## src/rtl/lfsr_pkg.sv

```systemverilog
// -----------------------------------------------------------------------------
// lfsr_pkg
// Shared constants of the pseudo-random number stream.
//   RND_NUM_W : width of the LFSR output word handed to its consumers.
// -----------------------------------------------------------------------------
package lfsr_pkg;

    localparam int RND_NUM_W = 16;

endpackage : lfsr_pkg

```

## src/rtl/serve_pkg.sv

```systemverilog
// -----------------------------------------------------------------------------
// serve_pkg
// Types and default constants for the serve randomizer.
//   serve_state_t : IDLE (waiting for a serve), DRAW (sampling the LFSR),
//                   HOLD (velocity pair presented on the valid/ready port).
//   DEF_*         : default velocity and sampling parameters.
// -----------------------------------------------------------------------------
package serve_pkg;

    typedef enum logic [1:0] {
        IDLE = 2'd0,
        DRAW = 2'd1,
        HOLD = 2'd2
    } serve_state_t;

    localparam int DEF_VEL_W      = 5;
    localparam int DEF_VX_SPEED   = 4;
    localparam int DEF_VY_MIN     = 1;
    localparam int DEF_VY_MAX     = 5;
    localparam int DEF_MAX_TRIES  = 4;
    localparam int DEF_SAMPLE_GAP = 4;

endpackage : serve_pkg

```

## src/rtl/serve_sample_check.sv

```systemverilog
// -----------------------------------------------------------------------------
// serve_sample_check
// Combinational evaluation of one LFSR sample: splits it into magnitude and
// sign, decides whether the sample is usable and produces the signed vertical
// velocity that would be committed.
// Build option: SERVE_REJECT_EN
//   defined   : out-of-range samples are rejected; on the last try the
//               magnitude falls back to VY_MIN with the sample's sign.
//   undefined : every sample is accepted, magnitude clamped to [VY_MIN,VY_MAX].
// Ports:
//   field_i    in  MAG_W+1 : {sign, magnitude} bits of the LFSR word
//   last_try_i in  1       : current sample is the final allowed try
//                            (SERVE_REJECT_EN builds only)
//   accept_o   out 1       : commit this sample's velocity now
//   vel_y_o    out VEL_W   : signed vertical velocity for this sample
// -----------------------------------------------------------------------------
module serve_sample_check #(
    parameter int VEL_W  = 5,
    parameter int VY_MIN = 1,
    parameter int VY_MAX = 5,
    parameter int MAG_W  = $clog2(VY_MAX + 1)
) (
    input  logic [MAG_W:0]           field_i,
`ifdef SERVE_REJECT_EN
    input  logic                     last_try_i,
`endif
    output logic                     accept_o,
    output logic signed [VEL_W-1:0]  vel_y_o
);

    localparam logic [MAG_W-1:0] MIN_M = MAG_W'(VY_MIN);
    localparam logic [MAG_W-1:0] MAX_M = MAG_W'(VY_MAX);

    logic [MAG_W-1:0] mag;
    logic             sign;
    logic [MAG_W-1:0] mag_sel;
    logic [VEL_W-1:0] mag_ext;

    assign mag  = field_i[MAG_W-1:0];
    assign sign = field_i[MAG_W];

`ifdef SERVE_REJECT_EN
    logic in_range;
    assign in_range = (mag >= MIN_M) && (mag <= MAX_M);
`endif

    always_comb begin
        mag_sel = mag;
`ifdef SERVE_REJECT_EN
        // The fallback keeps the sample's sign so the vertical direction
        // stays random even when every magnitude was rejected.
        accept_o = in_range || last_try_i;
        if (!in_range) begin
            mag_sel = MIN_M;
        end
`else
        accept_o = 1'b1;
        if (mag < MIN_M) begin
            mag_sel = MIN_M;
        end else if (mag > MAX_M) begin
            mag_sel = MAX_M;
        end
`endif
    end

    assign mag_ext = VEL_W'(mag_sel);
    assign vel_y_o = sign ? -mag_ext : mag_ext;

endmodule : serve_sample_check

```

## src/rtl/serve_randomizer.sv

```systemverilog
// -----------------------------------------------------------------------------
// serve_randomizer
// Turns the LFSR stream into a bounded, signed initial ball velocity on each
// serve request and hands it to the physics block over valid/ready.
// Build option: SERVE_REJECT_EN
//   defined   : rejection sampling, up to MAX_TRIES samples spaced SAMPLE_GAP
//               cycles apart so every sample uses fresh LFSR bits.
//   undefined : single clamped sample; try/gap counters are not built.
// Ports:
//   clk_i       in  1         : clock
//   rst_i       in  1         : synchronous active-high reset
//   rnd_num_i   in  RND_NUM_W : LFSR output
//   serve_req_i in  1         : start a draw (level, looked at in IDLE only)
//   side_i      in  1         : 0 = ball moves +x, 1 = ball moves -x
//   valid_o     out 1         : velocity pair valid
//   ready_i     in  1         : consumer accepts
//   vel_x_o     out VEL_W     : signed horizontal velocity
//   vel_y_o     out VEL_W     : signed vertical velocity
//   busy_o      out 1         : a draw or hand-over is in progress
// -----------------------------------------------------------------------------
module serve_randomizer
    import lfsr_pkg::*;
    import serve_pkg::*;
#(
    parameter int VEL_W      = DEF_VEL_W,
    parameter int VX_SPEED   = DEF_VX_SPEED,
    parameter int VY_MIN     = DEF_VY_MIN,
    parameter int VY_MAX     = DEF_VY_MAX,
    parameter int MAX_TRIES  = DEF_MAX_TRIES,
    parameter int SAMPLE_GAP = DEF_SAMPLE_GAP
) (
    input  logic                        clk_i,
    input  logic                        rst_i,
    input  logic [RND_NUM_W-1:0]        rnd_num_i,
    input  logic                        serve_req_i,
    input  logic                        side_i,
    output logic                        valid_o,
    input  logic                        ready_i,
    output logic signed [VEL_W-1:0]     vel_x_o,
    output logic signed [VEL_W-1:0]     vel_y_o,
    output logic                        busy_o
);

    localparam int MAG_W = $clog2(VY_MAX + 1);
    localparam logic signed [VEL_W-1:0] VX_POS = VEL_W'(VX_SPEED);
    localparam logic signed [VEL_W-1:0] VX_NEG = VEL_W'(-VX_SPEED);

    // Elaboration-time parameter sanity checks.
    if (RND_NUM_W < MAG_W + 1) begin : g_chk_rnd_w
        $error("serve_randomizer: RND_NUM_W too narrow for magnitude and sign");
    end
    if ((VY_MAX >= 2 ** (VEL_W - 1)) || (VX_SPEED >= 2 ** (VEL_W - 1))) begin : g_chk_vel_w
        $error("serve_randomizer: velocity does not fit signed VEL_W");
    end
    if ((MAX_TRIES < 1) || (SAMPLE_GAP < 1) || (VY_MIN > VY_MAX)) begin : g_chk_draw
        $error("serve_randomizer: invalid sampling parameters");
    end

    // Only the magnitude and sign bits of the LFSR word are consumed.
    if (RND_NUM_W > MAG_W + 1) begin : g_rnd_unused
        logic unused_rnd;
        assign unused_rnd = ^rnd_num_i[RND_NUM_W-1:MAG_W+1];
    end

    serve_state_t            state_q, state_d;
    logic                    side_q, side_d;
    logic signed [VEL_W-1:0] vel_x_q, vel_x_d;
    logic signed [VEL_W-1:0] vel_y_q, vel_y_d;
    logic                    sample_accept;
    logic signed [VEL_W-1:0] sample_vel_y;

`ifdef SERVE_REJECT_EN
    localparam int TRY_W = (MAX_TRIES > 1) ? $clog2(MAX_TRIES) : 1;
    localparam int GAP_W = (SAMPLE_GAP > 1) ? $clog2(SAMPLE_GAP) : 1;
    localparam logic [TRY_W-1:0] LAST_TRY = TRY_W'(MAX_TRIES - 1);
    localparam logic [GAP_W-1:0] GAP_LOAD = GAP_W'(SAMPLE_GAP - 1);

    logic [TRY_W-1:0] tries_q, tries_d;
    logic [GAP_W-1:0] gap_q, gap_d;
    logic             last_try;

    assign last_try = (tries_q == LAST_TRY);
`endif

    serve_sample_check #(
        .VEL_W  (VEL_W),
        .VY_MIN (VY_MIN),
        .VY_MAX (VY_MAX),
        .MAG_W  (MAG_W)
    ) u_sample_check (
        .field_i    (rnd_num_i[MAG_W:0]),
`ifdef SERVE_REJECT_EN
        .last_try_i (last_try),
`endif
        .accept_o   (sample_accept),
        .vel_y_o    (sample_vel_y)
    );

    always_comb begin
        state_d = state_q;
        side_d  = side_q;
        vel_x_d = vel_x_q;
        vel_y_d = vel_y_q;
`ifdef SERVE_REJECT_EN
        tries_d = tries_q;
        gap_d   = gap_q;
`endif
        case (state_q)
            IDLE: begin
                if (serve_req_i) begin
                    side_d  = side_i;
`ifdef SERVE_REJECT_EN
                    tries_d = '0;
                    gap_d   = '0;
`endif
                    state_d = DRAW;
                end
            end
            DRAW: begin
`ifdef SERVE_REJECT_EN
                // The LFSR shifts one bit per cycle, so waiting SAMPLE_GAP
                // cycles between samples keeps them from sharing bits.
                if (gap_q != '0) begin
                    gap_d = gap_q - GAP_W'(1);
                end else if (sample_accept) begin
                    vel_x_d = side_q ? VX_NEG : VX_POS;
                    vel_y_d = sample_vel_y;
                    state_d = HOLD;
                end else begin
                    tries_d = tries_q + TRY_W'(1);
                    gap_d   = GAP_LOAD;
                end
`else
                if (sample_accept) begin
                    vel_x_d = side_q ? VX_NEG : VX_POS;
                    vel_y_d = sample_vel_y;
                    state_d = HOLD;
                end
`endif
            end
            HOLD: begin
                if (ready_i) begin
                    state_d = IDLE;
                end
            end
            default: begin
                state_d = IDLE;
            end
        endcase
    end

    always_ff @(posedge clk_i) begin
        if (rst_i) begin
            state_q <= IDLE;
            side_q  <= 1'b0;
            vel_x_q <= '0;
            vel_y_q <= '0;
`ifdef SERVE_REJECT_EN
            tries_q <= '0;
            gap_q   <= '0;
`endif
        end else begin
            state_q <= state_d;
            side_q  <= side_d;
            vel_x_q <= vel_x_d;
            vel_y_q <= vel_y_d;
`ifdef SERVE_REJECT_EN
            tries_q <= tries_d;
            gap_q   <= gap_d;
`endif
        end
    end

    // All outputs come straight from registers, so ready_i never reaches them
    // combinationally.
    assign valid_o = (state_q == HOLD);
    assign busy_o  = (state_q != IDLE);
    assign vel_x_o = vel_x_q;
    assign vel_y_o = vel_y_q;

endmodule : serve_randomizer

```

## config.mk

```make
export PLATFORM = sky130hd
export DESIGN_NAME = serve_randomizer
export DESIGN_NICKNAME = d
export VERILOG_FILES = /design/src/rtl/lfsr_pkg.sv /design/src/rtl/serve_pkg.sv /design/src/rtl/serve_sample_check.sv /design/src/rtl/serve_randomizer.sv
export SDC_FILE = /design/constraint.sdc
export NUM_CORES = 1
export LEC_CHECK = 0
export BUFFER_PORTS_ARGS = -buffer_cell sky130_fd_sc_hd__buf_4
export CAP_MARGIN = 25
export CORE_AREA = 2 2 39 41
export CTS_BUF_LIST = sky130_fd_sc_hd__clkbuf_8
export CTS_CLUSTER_DIAMETER = 200
export DETAILED_ROUTE_END_ITERATION = 16
export DIE_AREA = 0 0 41 43
export GPL_ROUTABILITY_DRIVEN = 1
export MAX_ROUTING_LAYER = met4
export PLACE_DENSITY = 0.73
export REMOVE_ABC_BUFFERS = 1
export SLEW_MARGIN = 30
export SYNTH_ARGS = -nofsm -noshare
export SYNTH_HDL_FRONTEND = slang
export SYNTH_SLANG_ARGS = --single-unit
```

## constraint.sdc

```tcl
create_clock -name clk_i -period 2.02 [get_ports clk_i]
set_clock_uncertainty 0.05 [all_clocks]
set_input_delay 0.505 -clock clk_i [delete_from_list [all_inputs] [get_ports clk_i]]
set_output_delay 0.505 -clock clk_i [all_outputs]
set_load 0.01 [all_outputs]
```

==> results.sh, run 1 <==
export IMPL_fin_ws_ns=0.355
export IMPL_crit_path_end_kind="register"
export IMPL_cts_setup_buffers=0
export IMPL_outcome="complete, no violations"
export IMPL_synthTopCellsByArea="dfxtp_1 (40%), a211oi_2 (7.6%), ha_1 (5.0%)"
export IMPL_drtIter0Drc=2
export IMPL_grt_start_max_net_pins=11
export IMPL_synth_main_ff_cell="dfxtp_1"
export IMPL_leakagePower_uw=0.000305
export IMPL_worst_hold_slack_ns=0.403
export IMPL_synth_edf_count=0
export IMPL_tightest_slew_ns=0.522
export IMPL_crit_arrival_ns=1.71
export IMPL_fin_crit_ns=1.66
export IMPL_routedWlPerCell_um=9.90
export IMPL_place_congestion=0.775
export IMPL_final_cell_mix="buf_4 (18), dfxtp_1 (10), nand2_1 (6)"
export IMPL_clock_sinks=10
export IMPL_yosysTopAreaCell="dfxtp_1"
export IMPL_fp_dieH_um=43
export IMPL_nets=94
export IMPL_grt_pass1_vias=321
export IMPL_fp_coreArea_um2=1380
export IMPL_synthDistinctLibCells=23
export IMPL_clk_pin_slew_worst_paths_ns=0.05
export IMPL_async_flop_share=0
export IMPL_drc_errors=0
export IMPL_cts_buffers_inserted=3
export IMPL_slew_violations=0
export IMPL_cts_tree="yes"
export IMPL_port_buffers=18
export IMPL_cp_max_fo=4
export IMPL_vdd_ir_drop_worst_mv=0.459
export IMPL_io_pins=33
export IMPL_die_x_um=41
export IMPL_worstSetupPathType="primary input to register"
export IMPL_antenna_found_initial=0
export IMPL_fin_area_um2=673
export IMPL_avgSynthCellArea_um2=9.55
export IMPL_fin_crit_sh=0.824
export IMPL_dp_slack_ns=0.113
export IMPL_rsz0062_at_grt="false"
export IMPL_synth_top_area_share=0.403
export IMPL_grt_total_usage=0.108
export IMPL_fin_setup_tns_ns=0
export IMPL_setup_violations=0
export IMPL_grt_pass1_wl_mm=1.26
export IMPL_yosysSeqAreaShare=0.403
export IMPL_wirelength_um=851
export IMPL_synthToLayoutAreaGrowth_pct=35.5
export IMPL_htree_levels=1
export IMPL_hold_buffers=0
export IMPL_final_common_cell="buf_4"
export IMPL_ys_warn_count=0
export IMPL_ant_nets=0
export IMPL_placed_area_um2=618
export IMPL_clk_latency_ns=0.23
export IMPL_cts_root_buf="clkbuf_8"
export IMPL_power_per_cell_area_nw_per_um2=824
export IMPL_dp_hpwl_um=622
export IMPL_num_rows=14
export IMPL_routed_via_density=4.48
export IMPL_clockBufferDepth=2
export IMPL_final_hold_viol_count=0
export IMPL_startpoint_type="primary input"
export IMPL_num_fill_cells=134
export IMPL_final_layout_size_suffix_gt1_frac=0.486
export IMPL_diodes=0
export IMPL_slew_headroom=0.650
export IMPL_die_area_um2=1760
export IMPL_cts_resized=0
export IMPL_overflow=0
export IMPL_synth_seq_cells=10
export IMPL_r2r_setup_slack_ns=0.75
export IMPL_synth_cells=52
export IMPL_cp_data_required_time_ns=2.06
export IMPL_syn_area_um2=497
export IMPL_hold_class="register to register"
export IMPL_cap_viol_max_count=0
export IMPL_fmax_ghz=0.601
export IMPL_vias=385
export IMPL_p_total_uw=554
export IMPL_start_util=0.359
export IMPL_dr_pass1_iters=3
[power breakdown]
group,internal [uW],leakage [uW],switching [uW]
Sequential,210,0.0000819,8.60
Combinational,47.2,0.000194,41.2
Clock,171,0.0000288,76.1
Total,429,0.000305,126
[synth_stat cells (2+ instances only)]
library cell	count
a211oi_2	3
a21oi_1	4
buf_4	3
dfxtp_1	10
ha_1	2
mux2i_1	2
nand2_1	6
nand2b_1	3
nor2_1	3
nor2_2	3
[area by class of cell]
type | instances | area, um2 | share of cell area
Clock buffer | 4 | 55.1 | 0.0818
Inverter | 1 | 3.75 | 0.00558
Multi-Input combinational cell | 37 | 259 | 0.385
Sequential cell | 10 | 200 | 0.297
Tap cell | 16 | 20.0 | 0.0297
Timing Repair Buffer | 18 | 135 | 0.201
[final timing paths]
| path | depth (start not counted) | startpoint | to |
|---|---|---|---|
| setup reg to reg | 3 | state_q[0] | vel_y_o[4] |
| hold / removal | 2 | vel_y_o[3] | vel_y_o[3] |
| hold reg to reg | 2 | vel_y_o[3] | vel_y_o[3] |
| setup / recovery | 7 | rnd_num_i[2] | vel_y_o[2] |
[per-layer routing]
| layer | wire length [um] | share of wire | track usage | vias up |
|---|---|---|---|---|
| met4 | 12 | 0.014 | 0.0800 | 0 |
| met5 | 0 | 0 | - | - |
| met3 | 57 | 0.067 | 0.0157 | 2 |
| met2 | 423 | 0.50 | 0.159 | 13 |
| met1 | 358 | 0.42 | 0.127 | 169 |
| li1 | - | - | - | 201 |
[stage by stage]
| step | util | std cells |
|---|---|---|
| after floorplan | - | 48 |
| after global placement | 0.447 | 82 |
| after detailed placement | 0.447 | 82 |
| after CTS | 0.486 | 86 |
| after global routing | 0.486 | 86 |
| final | 0.486 | 86 |
[flip-flops by register name, indices dropped and copies added (netlist names)]
name     flops
side_q       1
state_q      2
vel_x_o      2
vel_y_o      5
[cells by family after synthesis]
logic type,Yosys count,synth area share
AND/OR/NAND/NOR,22,0.267
flip-flops,10,0.403
AO/OA/AOI/OAI,9,0.149
buffers and inverters,6,0.0831
multiplexers,2,0.0403
adder cells (fa/ha/maj),2,0.0504
other,1,0.00755
[worst max-delay path, stage by stage]
cell      delay (ns)
buf_4           0.12
nand2b_1        0.17
a21oi_1         0.24
ha_1            0.21
ha_1            0.22
mux2i_1         0.16
a211oi_2        0.08
Note: power is estimated with default switching activity, not from simulation.
==> run 2, diff against run 1 <==
Settings changed: ABC_AREA set to 1, PLACE_DENSITY 0.73 to 0.71.
Clock period 2.02 ns to 1.7 ns, I/O delays scaled along.
==> run 2 against run 1 <==
Compared with the run above: area after synthesis fell by 3.8%; sequential power is 18% higher; sequential share of layout area grew 0.39 points; core utilization is 0.63 points lower; register-to-register slack barely moved; final area decreased by 1.3%; critical path depth up 4; clock power grew 21%; worst hold slack lost 0.039 ns; clock-buffer cell count unchanged; critical endpoint unchanged; largest power group unchanged.
==> results.sh, run 2 <==
export IMPL_ys_warn_count=0
export IMPL_yosysSeqAreaShare=0.419
export IMPL_multi_input_area_um2=225
export IMPL_cp_max_fo=4
export IMPL_fp_coreArea_um2=1380
export IMPL_cp_data_required_time_ns=1.82
export IMPL_synthDistinctLibCells=17
export IMPL_synth_main_ff_cell="dfxtp_1"
export IMPL_min_from="rst_i"
export IMPL_fin_setup_tns_ns=0
export IMPL_r2r_cells=5
export IMPL_cts_root_buf="clkbuf_8"
export IMPL_slew_violations=0
export IMPL_rsz0062_at_grt="false"
export IMPL_syn_area_um2=478
export IMPL_die_area_um2=1760
export IMPL_fmax_ghz=0.694
export IMPL_worst_hold_slack_ns=0.364
export IMPL_routed_via_density=4.51
export IMPL_async_flop_share=0
export IMPL_r2r_start="state_q[1]"
export IMPL_wirelength_um=950
export IMPL_num_fill_cells=145
export IMPL_num_rows=14
export IMPL_hold_path_endpoint="vel_y_o[4]"
export IMPL_hold_class="primary input to register"
export IMPL_routedWlPerCell_um=9.41
export IMPL_worstSetupPathType="primary input to register"
export IMPL_synthToLayoutAreaGrowth_pct=39.0
export IMPL_cp_slowest_cell="ha_1"
export IMPL_htree_levels=1
export IMPL_final_cell_mix="buf_4 (18), nand2_1 (15), nor2_1 (14)"
export IMPL_clockBufferDepth=2
export IMPL_p_total_uw=660
export IMPL_final_layout_size_suffix_gt1_frac=0.318
export IMPL_fin_crit_ns=1.44
export IMPL_cts_resized=0
export IMPL_cts_buffers_inserted=3
export IMPL_overflow=0
export IMPL_crit_path_end_kind="register"
export IMPL_clk_latency_ns=0.23
export IMPL_dr_pass1_iters=4
export IMPL_io_pins=33
export IMPL_fp_dieH_um=43
export IMPL_synth_commonest_cells="nand2_1 (15), nor2_1 (14), dfxtp_1 (10), inv_1 (5), a21oi_1 (4)"
export IMPL_yosysTopAreaCell="dfxtp_1"
export IMPL_outcome="complete, no violations"
export IMPL_drtIter0Drc=5
export IMPL_vias=456
export IMPL_cts_tree="yes"
export IMPL_r2r_setup_slack_ns=0.76
export IMPL_startpoint_type="primary input"
export IMPL_start_util=0.345
export IMPL_vdd_ir_drop_worst_mv=0.638
export IMPL_grt_pass1_vias=399
export IMPL_leakagePower_uw=0.000335
export IMPL_port_buffers=18
export IMPL_placed_area_um2=609
export IMPL_holdPathStages=2
export IMPL_final_hold_viol_count=0
export IMPL_synth_edf_count=0
export IMPL_worstPathCellList="buf_4 > nor2_1 > nor2_1 > nand2_1 > inv_1 > ha_1 > ha_1 > nand2_1 > o21ai_0 > nand2_1 > a21oi_1"
export IMPL_r2r_end="vel_y_o[0]"
export IMPL_die_x_um=41
export IMPL_synth_seq_cells=10
export IMPL_grt_total_usage=0.135
export IMPL_fin_area_um2=664
export IMPL_place_congestion=0.657
export IMPL_fin_crit_sh=0.848
export IMPL_hold_buffers=0
export IMPL_synthTopCellsByArea="dfxtp_1 (42%), nand2_1 (12%), nor2_1 (11%)"
export IMPL_synth_top_area_share=0.419
export IMPL_diodes=0
export IMPL_avgSynthCellArea_um2=7.24
export IMPL_post_route_util=0.480
export IMPL_regArea_um2=200
export IMPL_cp_common_cell="nand2_1"
export IMPL_final_common_cell="buf_4"
export IMPL_synth_cells=66
export IMPL_cap_viol_max_count=0
export IMPL_grt_start_max_net_pins=10
export IMPL_grt_pass1_wl_mm=1.52
export IMPL_nets=109
export IMPL_clk_pin_slew_worst_paths_ns=0.05
export IMPL_largest_reg_flops=5
export IMPL_ant_nets=0
export IMPL_setup_violations=0
export IMPL_dp_hpwl_um=706
export IMPL_critPathMaxStageDelay_ns=0.27
export IMPL_drc_errors=0
export IMPL_antenna_found_initial=0
export IMPL_cts_setup_buffers=0
export IMPL_crit_arrival_ns=1.56
export IMPL_clock_sinks=10
export IMPL_post_synth_top_count_cell="nand2_1"
export IMPL_power_per_cell_area_nw_per_um2=994
[run 2: power by group]
part	leakage, uW	total, uW	switching (uW)	internal, uW
registers	0.0000819	259	8.97	250
logic	0.000224	103	53.5	49.2
clock network	0.0000288	299	95.1	204
[run 2: cell families (layout without fill, tap and decap cells)]
family	Yosys count	count (layout)	share of synthesized area
AND/OR/NAND/NOR	34	34	0.311
buffers and inverters	11	29	0.118
flip-flops	10	10	0.419
AO/OA/AOI/OAI	8	8	0.0916
adder cells (fa/ha/maj)	2	2	0.0523
other	1	2	0.00785
[run 2: stage by stage]
stage | std cells | setup slack (ns)
finish | 101 | 0.259
global route | 101 | 0.132
CTS | 101 | 0.268
detailed placement | 97 | 0.0200
global placement | 97 | 0.0469
floorplan | 63 | 0.235
[run 2: cell type report]
class / instances / share of cell area
multi-input cells: 46 / 0.339
flip-flops and latches: 10 / 0.301
repair buffers: 18 / 0.203
clock buffers: 4 / 0.0829
inverters: 7 / 0.0433
well taps: 16 / 0.0301
[run 2: worst max-delay path, delay by kind of cell]
family                   cells  cell delay, ns
adder cells (fa/ha/maj)      2            0.46
buffers and inverters        2            0.17
AND/OR/NAND/NOR              5            0.33
AO/OA/AOI/OAI                2            0.18
[run 2: worst max path at each step]
stage	startpoint	endpoint	slack (ns)	cells after the start
after floorplan	rnd_num_i[1]	vel_y_o[2]	0.24	10
after global placement	rnd_num_i[1]	vel_y_o[2]	0.05	11
after detailed placement	rnd_num_i[1]	vel_y_o[2]	0.02	11
after CTS	rnd_num_i[1]	vel_y_o[2]	0.27	11
after global routing	rnd_num_i[1]	vel_y_o[2]	0.13	11
final	rnd_num_i[1]	vel_y_o[2]	0.26	11
[run 2: per-layer routing]
metal | global-route usage | part of all wire | wire length (um)
met3 | 0.0942 | 0.097 | 92
met2 | 0.191 | 0.47 | 444
met5 | - | 0 | 0
met4 | 0.0400 | 0 | 0
met1 | 0.150 | 0.43 | 412
